==> src/rtl/vm_pkg.sv <==
// Coin codes shared by the coin front end and the vending-machine FSM.
// The FSM decodes in = 01 as 5 rs and in = 10 as 10 rs.
package vm_pkg;

    typedef logic [1:0] coin_t;

    localparam coin_t COIN_NONE = 2'b00;
    localparam coin_t COIN_5    = 2'b01;
    localparam coin_t COIN_10   = 2'b10;

    function automatic coin_t coin_of(input logic is_ten);
        return is_ten ? COIN_10 : COIN_5;
    endfunction

endpackage

==> src/rtl/coin_debounce.sv <==
// One coin sensor: 2-flop synchroniser, counting debouncer and an armed
// rising-edge detector producing a one-cycle registered coin event.
module coin_debounce #(
    parameter int DEBOUNCE_CYCLES = 16
) (
    input  logic clk,
    input  logic rst,
    input  logic raw,
    output logic rise
);

    localparam int CW = (DEBOUNCE_CYCLES > 2) ? $clog2(DEBOUNCE_CYCLES) : 1;
    localparam logic [CW-1:0] LAST = CW'(DEBOUNCE_CYCLES - 1);

    logic          sync1;
    logic          sync2;
    logic          level;
    logic          armed;
    logic [1:0]    primed;
    logic [CW-1:0] cnt;
    logic          flip;

    assign flip = (sync2 != level) && (cnt == LAST);

    always_ff @(posedge clk) begin
        if (rst) begin
            sync1  <= 1'b0;
            sync2  <= 1'b0;
            level  <= 1'b0;
            armed  <= 1'b0;
            primed <= 2'b00;
            cnt    <= '0;
            rise   <= 1'b0;
        end else begin
            sync1  <= raw;
            sync2  <= sync1;
            primed <= {primed[0], 1'b1};
            if (sync2 == level) begin
                cnt <= '0;
            end else if (flip) begin
                cnt   <= '0;
                level <= ~level;
            end else begin
                cnt <= cnt + CW'(1);
            end
            // Arm only once sync2 carries a post-reset sample of the sensor,
            // so a sensor held high across reset never looks like a new coin.
            if (primed[1] && !level && !sync2) begin
                armed <= 1'b1;
            end
            rise <= flip && !level && armed;
        end
    end

endmodule

==> src/rtl/coin_acceptor.sv <==
// Coin front end: debounced 5/10 rs sensors, reject of simultaneous or
// overflow coins, and a small FIFO releasing one coin code per cycle.
module coin_acceptor
    import vm_pkg::*;
#(
    parameter int DEBOUNCE_CYCLES = 16,
    parameter int FIFO_DEPTH      = 4
) (
    input  logic                         clk,
    input  logic                         rst,
    input  logic                         coin5_raw,
    input  logic                         coin10_raw,
    input  logic                         ready,
    output logic [1:0]                   coin,
    output logic                         coin_valid,
    output logic                         reject,
    output logic                         fifo_full,
    output logic [$clog2(FIFO_DEPTH):0]  coin_count
);

    localparam int AW = $clog2(FIFO_DEPTH);
    localparam int CW = AW + 1;
    localparam logic [CW-1:0] FULL = CW'(FIFO_DEPTH);

    logic                  ev5;
    logic                  ev10;
    logic                  both;
    logic                  single;
    logic                  is_full;
    logic                  push;
    logic                  pop;
    logic                  refuse;
    logic [FIFO_DEPTH-1:0] slots;
    logic [AW-1:0]         wr_ptr;
    logic [AW-1:0]         rd_ptr;
    logic [CW-1:0]         count;

    coin_debounce #(
        .DEBOUNCE_CYCLES(DEBOUNCE_CYCLES)
    ) u_db5 (
        .clk  (clk),
        .rst  (rst),
        .raw  (coin5_raw),
        .rise (ev5)
    );

    coin_debounce #(
        .DEBOUNCE_CYCLES(DEBOUNCE_CYCLES)
    ) u_db10 (
        .clk  (clk),
        .rst  (rst),
        .raw  (coin10_raw),
        .rise (ev10)
    );

    // Fullness uses the pre-dequeue count: a same-cycle pop frees no room.
    assign both    = ev5 && ev10;
    assign single  = ev5 ^ ev10;
    assign is_full = (count == FULL);
    assign push    = single && !is_full;
    assign refuse  = both || (single && is_full);
    assign pop     = ready && (count != '0);

    always_ff @(posedge clk) begin
        if (rst) begin
            wr_ptr     <= '0;
            rd_ptr     <= '0;
            count      <= '0;
            coin       <= COIN_NONE;
            coin_valid <= 1'b0;
            reject     <= 1'b0;
        end else begin
            if (push) begin
                slots[wr_ptr] <= ev10;
                wr_ptr        <= wr_ptr + AW'(1);
            end
            if (pop) begin
                rd_ptr <= rd_ptr + AW'(1);
            end
            if (push && !pop) begin
                count <= count + CW'(1);
            end else if (pop && !push) begin
                count <= count - CW'(1);
            end
            coin       <= pop ? coin_of(slots[rd_ptr]) : COIN_NONE;
            coin_valid <= pop;
            reject     <= refuse;
        end
    end

    assign fifo_full  = is_full;
    assign coin_count = count;

endmodule

==> config.mk <==
export PLATFORM = sky130hd
export DESIGN_NAME = coin_acceptor
export DESIGN_NICKNAME = d
export VERILOG_FILES = /design/src/rtl/vm_pkg.sv /design/src/rtl/coin_debounce.sv /design/src/rtl/coin_acceptor.sv
export SDC_FILE = /design/constraint.sdc
export NUM_CORES = 1
export LEC_CHECK = 0
export CORE_MARGIN = 2
export CORE_UTILIZATION = 43
export DETAILED_ROUTE_END_ITERATION = 10
export PLACE_DENSITY = 0.76
export SYNTH_ARGS = -nofsm -noshare
export SYNTH_HDL_FRONTEND = slang
export SYNTH_SLANG_ARGS = --single-unit
==> constraint.sdc <==
create_clock -name clk -period 2.2 [get_ports clk]
set_clock_uncertainty 0.1 [all_clocks]
set_input_delay 0.66 -clock clk [delete_from_list [all_inputs] [get_ports clk]]
set_output_delay 0.66 -clock clk [all_outputs]
set_load 0.01 [all_outputs]
==> results of run 1 <==
worst paths after layout:
kind | to | slack [ns] | cells past startpoint
worst max-delay path | coin_count[2]$_SDFFE_PP0P_ | 0.07 | 9
worst min register to register | u_db10.cnt[0]$_SDFF_PP0_ | 0.35 | 1
worst min-delay path | u_db10.cnt[0]$_SDFF_PP0_ | 0.35 | 1
worst max register to register | coin_count[2]$_SDFFE_PP0P_ | 0.07 | 9
area by class of cell:
type	instances	area, um2	share of cell area
sequential	35	748	0.437
inverter	7	26.3	0.0154
clock inverter	1	30.0	0.0176
clock buffer	7	66.3	0.0388
multi-input combinational	80	592	0.346
tap	44	55.1	0.0322
timing repair buffer	22	193	0.113
registers in the layout, summed over array words and instances (netlist names), 2 cells and up:
register,count
coin,2
coin_count,3
rd_ptr,2
slots,4
u_db10.cnt,4
u_db5.cnt,4
wr_ptr,2
metal layers:
metal	vias to the layer above	share of wire
li1	471	-
met1	422	0.41
met2	20	0.53
met3	4	0.055
met4	0	0.0097
met5	-	0
power breakdown:
part / leakage, nW / internal (W) / total, W / switching [W]
clock: 0.0506 / 0.000309 / 0.000525 / 0.000216
combinational: 0.382 / 0.0000127 / 0.0000268 / 0.0000141
sequential: 0.282 / 0.000651 / 0.000656 / 0.00000503
worst max-delay path, cell delays in order (launching register included):
cell and delay (ns):
dfxtp_4 0.37, ha_4 0.27, inv_2 0.04, nor2_2 0.12, ha_2 0.19, inv_1 0.06
fa_2 0.33, xor2_1 0.15, or3_1 0.31, a21oi_1 0.13
cell usage after synthesis:
master,n,area [um2]
a21oi_1,5,25.0
and2_1,1,6.26
and3_1,6,37.5
buf_1,1,3.75
buf_2,2,10.0
dfxtp_1,31,621
edfxtp_1,4,120
fa_1,1,20.0
ha_1,8,100
inv_1,6,22.5
inv_2,1,3.75
mux2i_1,4,40.0
mux4_2,1,22.5
nand2_1,2,7.51
nand3_1,6,30.0
nand4b_1,2,17.5
nor2_1,20,75.1
nor2_2,1,6.26
nor2b_1,5,31.3
nor3_1,1,5.00
nor3b_2,1,12.5
o21ai_0,2,10.0
o311ai_1,1,8.76
o31ai_2,1,12.5
or3_1,2,12.5
xor2_1,10,87.6
stage by stage:
step	cells	instance area, um2	TNS, ns	hold WS, ns	util
2_1_floorplan	125	1350	0	0.314	-
3_3_place_gp	184	1560	-0.421	0.319	0.514
3_5_place_dp	184	1560	-0.525	0.333	0.514
4_1_cts	194	1680	0	0.354	0.555
5_1_grt	196	1710	0	0.380	0.565
6_report	196	1710	0	0.352	0.565
what timing repair did:
item | 4_1_cts | 5_1_grt
hold endpoints to repair | 0 | 0
resized for setup | 8 | 4
gates cloned | 0 | 0
pin swaps | 2 | 2
buffers inserted | 2 | 2
setup endpoints to repair | 2 | 2
cells in the final DEF (no fill, tap or decap), types with 5 or more instances in the layout:
master           netlist  final
a21oi_1                5      5
and3_1                 6      6
buf_4                  0     10
clkbuf_4               0      5
clkdlybuf4s50_1        0     10
dfxtp_1               31     27
ha_1                   8      6
inv_1                  6      5
nand3_1                6      6
nor2_1                20     20
nor2b_1                5      5
xor2_1                10     10
kinds of logic (layout without fill, tap and decap cells):
kind of cell / Yosys count / after routing
simple gates: 47 / 47
mux: 5 / 5
buf+inv: 10 / 37
compound gates: 9 / 9
xor+xnor: 10 / 10
fa+ha+maj: 9 / 9
flops: 35 / 35
==> reports/metrics.csv, run 1 <==
metric,value,unit
outcome,"finished, final reports clean",
Vias,917,
Slew @ Worst Pin,0.296,ns
"worst slack, placed",-0.404,ns
final worst setup slack,0.0675,ns
gr ovfl total,0,
synth warn,0,
Fillers,256,
Syn Inst Count,125,
mux cell area share after synthesis,0.0464,
CTS tree,done,
critical path launch point,u_db10.rise$_SDFF_PP0_,
Max Root-Sink Buffers,2,
Initial Utilization,0.445,
post-DP HPWL,1480,um
Max H-tree Level,2,
GPL Wtd Cong,0.724,
Die X,60.0,um
Port Buf Inserts,12,
Cell variety after synth,26,
Final Hold Vio Count,0,
Syn Area/Cell,10.8,um2
Slew headroom,0.799,
simple-gate portion of the synthesized area,0.179,
total die area,3600,um2
antenna fix cells,0,
share of layout cells above drive strength 1,0.197,
Hold Path Class,flip-flop to flip-flop,
busiest grt layer,met2,
worst-path fanout max,3,
Final Max Tran Viols,0,
first-pass GRT wire length,3600,um
syn nets,139,
DRT Pass-1 Iters,4,
routed vias/inst,4.68,
post-synthesis adder-cell area fraction,0.0891,
WL final,2160,um
met3 Use GR,0.0714,
Power Total,0.00121,W
hold_sp,u_db10.cnt[0]$_SDFF_PP0_,
post-synthesis sequential area ratio,0.549,
iteration-0 DRC count of the detailed router,24,
antenna violations before repair,0,
wire per inst,11.0,um
CTS Sinks,35,
pwr dens,706,nW/um2
"FF+latch count, synth",35,
Final min period,2.13,ns
TritonCTS buffer count,5,
I/O pins,13,
clk_lat worst skew,0.34,ns
final setup vio count,0,
# nets final,165,
final period utilization,0.969,
Leak Pwr,0.715,nW
Synth Area in Compound Gates,0.0417,
met1 Use GR,0.147,
largest family of logic cells by synthesized area,simple AND/OR/NAND/NOR gates,
CP required,2.38,ns
max_cap viols,0,
Fmax,0.469,GHz
Startpoint Class,flip-flop,
R2R Path Start,u_db10.rise$_SDFF_PP0_,
RSZ-0062 raised after global routing,false,
die height,60.0,um
total track usage,0.142,
largest net degree at the start of global routing,19,
"Data arrival, critical path",2.31,ns
Synth Cell Area,1350,um2
clk root buf,clkbuf_4,
CP Class,flip-flop to flip-flop,
hold_buf cts,0,
Crit. End Element,flip-flop,
Detail Route Antenna Nets,0,
met2 usage,0.242,
peak supply drop,0.525,mV
Post-route DRC,0,
core area,3030,um2
area growth from synthesis to layout,26.8,%
vias in the first global route,875,
clock-pin slew on the worst setup and hold paths,0.10,ns
Rows,20,
XOR/XNOR share of the synthesized area,0.0649,
No activity file was read; power rests on OpenSTA's default activity.
==> run 2: changes to the inputs <==
CTS_BUF_LIST = sky130_fd_sc_hd__clkbuf_8 sky130_fd_sc_hd__clkbuf_16   (was default)
==> run 2 against run 1 <==
Against the previous run: final area rose by 1.8%; sequential cell count did not move; routed wire length fell by 1.3%; largest power group unchanged; clock-buffer cell count fell by 1; die area did not move; clock power rose by 19%; via count fell by 0.55%; final cell count did not move.
==> reports/metrics.csv, run 2 (same netlist as run 1, synthesis figures left out) <==
metric,value,unit,change
outcome,"finished, final reports clean",,
post-DP HPWL,1480,um,unchanged
DRT Pass-1 Iters,4,,unchanged
Vias,912,,-0.55%
Reg power frac,0.501,,-0.042
cell family with most CP delay,adder cells,,
Final min period,2.12,ns,-0.00974 ns
final period utilization,0.965,,-0.00443
Final Hold Vio Count,0,,unchanged
antenna violations before repair,0,,unchanged
switching power,0.000242,W,+3.1%
Max Root-Sink Buffers,2,,unchanged
Fmax,0.471,GHz,+0.46%
Rows,20,,unchanged
cells along the critical path,ha_4 > inv_1 > nor2_2 > ha_2 > inv_1 > fa_2 > xor2_1 > or3_1 > a21oi_1,,
Leak Pwr,0.733,nW,+2.5%
Clock power frac,0.478,,+0.043
I/O pins,13,,unchanged
vias in the first global route,855,,-2.3%
Critical-path top delay cell,dfxtp_4,,
max_cap viols,0,,unchanged
Initial Utilization,0.445,,unchanged
"most common cell after layout, fill and taps aside",dfxtp_1,,
CTS Sinks,35,,unchanged
die height,60.0,um,unchanged
area growth from synthesis to layout,29.1,%,
final worst setup slack,0.0772,ns,+0.00974 ns
GPL Wtd Cong,0.724,,unchanged
Max H-tree Level,2,,unchanged
TritonCTS buffer count,5,,unchanged
total die area,3600,um2,unchanged
Final Max Tran Viols,0,,unchanged
most frequent cells in the layout,"27 x dfxtp_1, 20 x nor2_1, 10 x xor2_1, 10 x clkdlybuf4s50_1, 10 x buf_4",,
"worst slack, placed",-0.404,ns,unchanged
fin cells,196,,unchanged
gr ovfl total,0,,unchanged
WL final,2130,um,-1.3%
"Data arrival, critical path",2.24,ns,-0.07 ns
share of layout cells above drive strength 1,0.191,,-0.00658
Cell Int Power,0.00107,W,+9.6%
final setup vio count,0,,unchanged
clk root buf,clkbuf_8,,
Slew headroom,0.799,,unchanged
Comb power frac,0.020,,-0.002
switching fraction of total power,0.185,,-0.00950
wire per inst,10.9,um,-1.3%
CP required,2.32,ns,-0.06 ns
Regs by FF count,"slots: 4 flops, u_db10.cnt: 4 flops, u_db5.cnt: 4 flops",,
post-layout util,0.575,,+0.0103
Buf/Inv on CP,2,,unchanged
setup total negative slack,0,ns,unchanged
CTS tree,done,,
"most used cell, CP",inv_1,,
# nets final,165,,unchanged
iteration-0 DRC count of the detailed router,19,,-21%
Fillers,254,,-0.78%
largest net degree at the start of global routing,19,,unchanged
clk_lat worst skew,0.29,ns,-0.05 ns
clock-pin slew on the worst setup and hold paths,0.07,ns,-0.03 ns
Slew @ Worst Pin,0.296,ns,+0.000000238 ns
CP Class,flip-flop to flip-flop,,
Detail Route Antenna Nets,0,,unchanged
Crit. End Element,flip-flop,,
first-pass GRT wire length,3630,um,+0.78%
routed vias/inst,4.65,,-0.55%
Hold Path Class,flip-flop to flip-flop,,
Crit path largest cell delay,0.36,ns,about the same
worst-path fanout max,3,,unchanged
Placed Cells,184,,unchanged
Port Buf Inserts,12,,unchanged
total track usage,0.147,,+0.00490
peak supply drop,0.449,mV,-14%
Post-route DRC,0,,unchanged
antenna fix cells,0,,unchanged
Die X,60.0,um,unchanged
Startpoint Class,flip-flop,,
pwr dens,751,nW/um2,+6.4%
core area,3030,um2,unchanged
[run 2: cell type report]
class / instances / area (um2) / area share
timing repair buffer: 22 / 193 / 0.111
clock buffer: 6 / 93.8 / 0.0539
multi-input combinational: 80 / 592 / 0.340
inverter: 7 / 26.3 / 0.0151
tap: 44 / 55.1 / 0.0316
sequential: 35 / 748 / 0.430
clock inverter: 2 / 33.8 / 0.0194
[run 2: metrics by stage]
stage	cell area, um2	power [W]	hold WS (ns)
finish	1740	0.00131	0.346
CTS	1720	0.00133	0.349
global placement	1560	0.000698	0.319
detailed placement	1560	0.000699	0.333
floorplan	1350	0.000687	0.314
global route	1740	0.00136	0.372
[run 2: repair_timing]
item / CTS / global route
buffers inserted: 2 / 2
hold buffers: 0 / 0
pin swaps: 1 / 2
gates resized for setup: 8 / 3
endpoints found under the hold margin: 0 / 0
setup endpoints to repair: 2 / 1
[run 2: path summary, 6_finish.rpt]
check	start	end	slack, ns	cells after the start
max	u_db10.rise$_SDFF_PP0_	coin_count[2]$_SDFFE_PP0P_	0.08	9
min	u_db10.cnt[0]$_SDFF_PP0_	u_db10.cnt[0]$_SDFF_PP0_	0.35	1
max reg2reg	u_db10.rise$_SDFF_PP0_	coin_count[2]$_SDFFE_PP0P_	0.08	9
min reg2reg	u_db10.cnt[0]$_SDFF_PP0_	u_db10.cnt[0]$_SDFF_PP0_	0.35	1
[run 2: power groups by stage]
stage	Clock, W	Combinational [W]	Sequential (W)
6_report	0.000626	0.0000267	0.000656
5_1_grt	0.000674	0.0000311	0.000657
4_1_cts	0.000645	0.0000272	0.000657
3_5_place_dp	0	0.0000275	0.000672
3_3_place_gp	0	0.0000270	0.000671
2_1_floorplan	0	0.0000169	0.000671
[run 2: metal layers]
metal | up-vias | global-route usage | part of all wire
met5 | - | 0 | 0
met4 | 0 | 0.0952 | 0.026
met3 | 4 | 0.0714 | 0.052
met2 | 20 | 0.238 | 0.52
met1 | 419 | 0.149 | 0.40
li1 | 469 | - | -
==> run 3: changes to the inputs <==
ABC_AREA = 0   (was default)
==> results of run 3 <==
The final DEF is identical to that of run 2; final timing and power are the same.
